<file path="src/rtl/fetch_unit.sv">
// fetch_unit: pipelined instruction-fetch front end.
//
// Issues word-aligned fetch requests to a variable-latency instruction memory
// (req/gnt handshake, responses return in request order on rvalid) and keeps
// the returned words, tagged with their PC, in a DEPTH-entry FIFO. Decode
// pulls {instr, pc} from the FIFO head over a valid/ready handshake. A
// redirect reloads the fetch PC, empties the FIFO and squashes every response
// still in flight.
//
// Ports
//   clk_i, rst_i                 clock, synchronous active-high reset
//   redirect_i, redirect_pc_i    taken branch/jump and its target
//   imem_req_o, imem_addr_o      fetch request and word address
//   imem_gnt_i                   request accepted this cycle
//   imem_rvalid_i, imem_rdata_i  in-order response and instruction word
//   instr_valid_o, instr_ready_i head handshake towards decode
//   instr_o, pc_o, pc_plus4_o    head instruction, its PC and PC+4
module fetch_unit #(
  parameter int              XLEN     = 32,
  parameter logic [XLEN-1:0] RESET_PC = 32'h0000_0000,
  parameter int              DEPTH    = 4
) (
  input  logic            clk_i,
  input  logic            rst_i,
  input  logic            redirect_i,
  input  logic [XLEN-1:0] redirect_pc_i,
  output logic            imem_req_o,
  output logic [XLEN-1:0] imem_addr_o,
  input  logic            imem_gnt_i,
  input  logic            imem_rvalid_i,
  input  logic [31:0]     imem_rdata_i,
  output logic            instr_valid_o,
  input  logic            instr_ready_i,
  output logic [31:0]     instr_o,
  output logic [XLEN-1:0] pc_o,
  output logic [XLEN-1:0] pc_plus4_o
);

  // Counters hold 0..DEPTH; pointers index 0..DEPTH-1 and wrap naturally.
  localparam int CW = $clog2(DEPTH + 1);
  localparam int AW = $clog2(DEPTH);
  localparam logic [CW:0] LIMIT = (CW+1)'(DEPTH);

  logic [XLEN-1:0] r_fetch_pc;
  logic [XLEN-1:0] r_resp_pc;
  logic [CW-1:0]   r_count;
  logic [CW-1:0]   r_outst;
  logic [CW-1:0]   r_discard;
  logic [AW-1:0]   r_wptr;
  logic [AW-1:0]   r_rptr;
  logic [31:0]     r_instr_q [DEPTH];
  logic [XLEN-1:0] r_pc_q    [DEPTH];

  logic            w_credit_ok;
  logic            w_gnt;
  logic            w_rsp;
  logic            w_push;
  logic            w_drop;
  logic            w_pop;
  logic [XLEN-1:0] w_redirect_pc;
  logic [CW-1:0]   w_outst_nxt;
  logic [CW-1:0]   w_count_nxt;
  logic [CW-1:0]   w_rsp_cnt;

  // Credit: buffered plus in-flight words never exceed the FIFO size, so a
  // returning response always has a free slot.
  assign w_credit_ok   = ({1'b0, r_count} + {1'b0, r_outst}) < LIMIT;
  assign imem_req_o    = !rst_i && !redirect_i && w_credit_ok;
  assign imem_addr_o   = r_fetch_pc;
  assign w_gnt         = imem_req_o && imem_gnt_i;

  // A response with nothing outstanding is ignored so the counters cannot
  // underflow.
  assign w_rsp         = imem_rvalid_i && (r_outst != '0);
  assign w_rsp_cnt     = {{(CW-1){1'b0}}, w_rsp};
  // A response arriving in a redirect cycle belongs to the old stream.
  assign w_push        = w_rsp && (r_discard == '0) && !redirect_i;
  assign w_drop        = w_rsp && (r_discard != '0) && !redirect_i;

  assign instr_valid_o = !rst_i && !redirect_i && (r_count != '0);
  assign w_pop         = instr_valid_o && instr_ready_i;

  assign w_redirect_pc = redirect_pc_i & ~XLEN'(3);

  assign instr_o       = r_instr_q[r_rptr];
  assign pc_o          = r_pc_q[r_rptr];
  assign pc_plus4_o    = pc_o + XLEN'(4);

  always_comb begin
    w_outst_nxt = r_outst;
    if (w_gnt) w_outst_nxt = w_outst_nxt + CW'(1);
    if (w_rsp) w_outst_nxt = w_outst_nxt - CW'(1);
  end

  always_comb begin
    w_count_nxt = r_count;
    if (w_push) w_count_nxt = w_count_nxt + CW'(1);
    if (w_pop)  w_count_nxt = w_count_nxt - CW'(1);
  end

  always_ff @(posedge clk_i) begin
    if (rst_i) begin
      r_fetch_pc <= RESET_PC;
      r_resp_pc  <= RESET_PC;
      r_count    <= '0;
      r_outst    <= '0;
      r_discard  <= '0;
      r_wptr     <= '0;
      r_rptr     <= '0;
    end else begin
      r_outst <= w_outst_nxt;
      if (redirect_i) begin
        r_fetch_pc <= w_redirect_pc;
        r_resp_pc  <= w_redirect_pc;
        r_count    <= '0;
        r_wptr     <= '0;
        r_rptr     <= '0;
        // Recomputed from scratch, so a redirect during an earlier squash
        // does not count the same response twice.
        r_discard  <= r_outst - w_rsp_cnt;
      end else begin
        r_count <= w_count_nxt;
        if (w_gnt)  r_fetch_pc <= r_fetch_pc + XLEN'(4);
        if (w_push) begin
          r_resp_pc <= r_resp_pc + XLEN'(4);
          r_wptr    <= r_wptr + AW'(1);
        end
        if (w_pop)  r_rptr    <= r_rptr + AW'(1);
        if (w_drop) r_discard <= r_discard - CW'(1);
      end
    end
  end

  // Storage is not reset; entries are only observed once count says so.
  always_ff @(posedge clk_i) begin
    if (!rst_i && w_push) begin
      r_instr_q[r_wptr] <= imem_rdata_i;
      r_pc_q[r_wptr]    <= r_resp_pc;
    end
  end

endmodule

</file>
<file path="config.mk">
export PLATFORM = sky130hd
export DESIGN_NAME = fetch_unit
export DESIGN_NICKNAME = d
export VERILOG_FILES = /design/src/rtl/fetch_unit.sv
export SDC_FILE = /design/constraint.sdc
export NUM_CORES = 1
export LEC_CHECK = 0
export ABC_AREA = 1
export ABC_CLOCK_PERIOD_IN_PS = 5430
export BUFFER_PORTS_ARGS = -buffer_cell sky130_fd_sc_hd__buf_2
export CAP_MARGIN = 20
export CORE_AREA = 8 8 181 183
export CTS_CLUSTER_DIAMETER = 30
export DETAILED_ROUTE_END_ITERATION = 10
export DIE_AREA = 0 0 189 191
export PLACE_DENSITY = 0.76
export SYNTH_ARGS = -nofsm -noshare
export SYNTH_HDL_FRONTEND = slang
export SYNTH_SLANG_ARGS = --single-unit
</file>
<file path="constraint.sdc">
create_clock -name clk_i -period 5.43 [get_ports clk_i]
set_input_delay 1.3575 -clock clk_i [delete_from_list [all_inputs] [get_ports clk_i]]
set_output_delay 1.3575 -clock clk_i [all_outputs]
set_load 0.1 [all_outputs]
</file>
==> impl_metrics.toml <==
[final_layout]
area_growth_pct = 23.8
fillers = 2373
finalNonFillerCells = 2415
seq_area_um2 = 8950
drive_gt1_share_pct = 18.4
final_util_pct = 64.3
multi_input_area_um2 = 5730
nets = 2052

[timing]
report.final.setup_viol = 0
fin_setup_tns_ps = 0
hold_ws_ps = 469
final_max_slew_viol_count = 0
report.final.hold_viol_count = 0
worst_slew_pin_slew_ps = 1080
relSlewSlack_pct = 27.7
min_period_over_period_pct = 94.3
min_period_ps = 5120
skew_ps = 36.7
fmax_ghz = 0.195
rsz0062_at_grt = "false"

[clock_network]
cts.clk_slew.worst_paths_ps = 40
cts_buffer_depth = 3
cts_resized = 0
cts_hold_buf = 0
tritoncts = "built"
clk_latency_ps = 580
cts_setup_buffers = 0
clkSinkCount = 323
h-tree-depth = 3
cts_root_buf = "clkbuf_16"
numCtsBuffers = 67

[worst_hold_path]
holdPathStages = 2
worstHoldStart = "r_rptr[0]"
hp-class = "flip-flop to flip-flop"

[worst_setup_path]
r2r_cells = 8
worst-path-max-fanout = 96
slowest_delay_ps = 790
cp-end-kind = "output pin"
cp-start-kind = "flip-flop"
worst-path-buf-inv = 2
critPathSlowestCell = "buf_4"
path_class = "flip-flop to output pin"
r2r_slack_ps = 2220
critPathRequiredTime_ps = 4070
crit_arrival_ps = 3760
cp_common_cell = "nand2_1"
r2r-end = "r_pc_q[1][6]"
cp_top_family = "buffers and inverters"
worst_r2r_startpoint = "r_outst[0]"
path_cells = "buf_4, nand2_1, nand3_1, nand2_1, nor2_4, nand2_1, nor2_2, nand2_1, xor2_1, buf_2"

[route]
drt-initial-drc-count = 1058
first_pass_iters = 7
wl_per_cell_um = 17.6
final_antenna_net_count = 0
wirelength_um = 42500
vias = 13100
routed_via_density = 5.41
route.detailed.drc = 0

[placed_design]
hpwl_um = 27500
place.gp.congestion = 0.934
dpl.cell_count = 2290
port_buffers = 191

[job]
maxCapViolations = 0

[global_routing]
grt_max_degree = 97
grt_pass1_wl_um = 65600
grt_use_total_pct = 22.8
antenna_found_initial = 3
overflow = 0
grt_pass1_vias = 12700

[floorplanning]
rows = 64
dieArea_um2 = 36100
fp.dieH_um = 191
die_x_um = 189
ios = 200
core_um2 = 30000
start_util_pct = 51.9

[logic_synthesis]
ys_seq_area_share_pct = 57.4
avgSynthCellArea_um2 = 8.89
yosysWarnings = 0
syn_area_um2 = 15600
synth_edf_count = 248
yosysMostFrequentCell = "nand2_1"
async_flop_share_pct = 0
ys_ff_latch = 323
synthTopCellsByCount = "nand2_1 (504), edfxtp_1 (248), nor2_1 (218)"
synth.distinct_cells = 40
netlist.top_cell.by_area = "edfxtp_1"
synthFlopType = "edfxtp_1"
syn_inst = 1754
synth.area.top_cells = "edfxtp_1 (48%), nand2_1 (12%), dfxtp_1 (9.6%), nor2_1 (5.2%), o21ai_0 (3.9%)"
synth_top_area_share_pct = 47.7

[power_and_ir_drop]
p_per_area_nw_per_um2 = 413
p_leak_nw = 7.77
peakVddDrop_v = 0.000236

[outcome]
outcome = "completed"
cell type report:
| cell class | count | area share [%] |
|---|---|---|
| timing repair buffer | 207 | 5.96 |
| sequential | 323 | 46.4 |
| tap | 396 | 2.57 |
| inverter | 148 | 2.88 |
| clock inverter | 44 | 3.37 |
| multi-input combinational | 1216 | 29.7 |
| clock buffer | 79 | 9.17 |
| antenna | 2 | 0.0259 |
cells in the final DEF, fill, tap and decap left out, types with 6 or more instances in the layout:
cell and count:
nand4_1 18, nor2_4 6, nor2_1 214, conb_1 6, buf_2 191, inv_6 6
nand2_2 14, a21oi_1 53, o21ai_0 123, clkinvlp_4 9, nand2_1 504, buf_12 6
clkbuf_1 7, ha_1 19, xor2_1 36, o22ai_1 33, nand3_1 110, o211ai_1 8
inv_2 7, bufinv_16 9, buf_4 10, dfxtp_1 73, nor3_1 11, clkinv_2 10
inv_1 138, a31oi_1 17, nand3b_1 6, edfxtp_1 248, clkbuf_16 67, nor2_2 14
sequential cells by signal, summed over array words and instances (netlist names), named ones only:
signal,count
r_instr_q,128
r_pc_q,120
imem_addr_o,30
r_resp_pc,30
r_count,3
r_discard,3
r_outst,3
r_rptr,2
r_wptr,2
power by group:
group	internal, W	leakage, nW	switching (W)
combinational	0.000181	3.75	0.000700
sequential	0.00275	2.87	0.0000870
clock	0.00282	1.15	0.00143
tightest hold or removal path: stages, from the launching register on:
cell and delay, ps:
dfxtp_1 290, inv_1 70, a21oi_1 60
metrics by stage:
step	power (W)	worst slack [ps]	cell area, µm²
after floorplan	0.00354	154	15600
after global placement	0.00373	966	16900
after detailed placement	0.00375	923	16900
after CTS	0.00801	309	19300
after global routing	0.00821	9.62	19300
final	0.00797	312	19300
logic make-up (layout without fill, tap and decap cells):
logic type      after synthesis  count (layout)  synth area share [%]
compound gates              245             245                  8.58
xor+xnor                     40              40                  2.25
fa+ha+maj                    19              19                  1.52
buf+inv                     220             478                  6.19
flops                       323             323                  57.4
other cells                   1               8                0.0240
simple gates                906             906                  24.1
per-layer routing:
metal | share of wire (%) | wire length, µm | vias up | GRT usage, %
li1 | - | - | 6295 | -
met1 | 42 | 17700 | 6065 | 28.8
met2 | 47 | 19900 | 621 | 37.6
met3 | 8.8 | 3740 | 93 | 5.31
met4 | 2.7 | 1150 | 2 | 9.29
met5 | 0.031 | 13 | - | 0
how the worst max path moves through the flow:
stage               from              end  slack, ps  depth (start not counted)
2_1_floorplan      rst_i  r_instr_q[0][0]        150                          7
3_3_place_gp   flip-flop   pc_plus4_o[17]        970                         10
3_5_place_dp   flip-flop   pc_plus4_o[28]        920                         10
5_1_grt        flip-flop   pc_plus4_o[17]         10                         10
6_report       flip-flop   pc_plus4_o[17]        310                         10
4_1_cts        flip-flop   pc_plus4_o[17]        310                         10
Power figures use the tool's default switching activity.
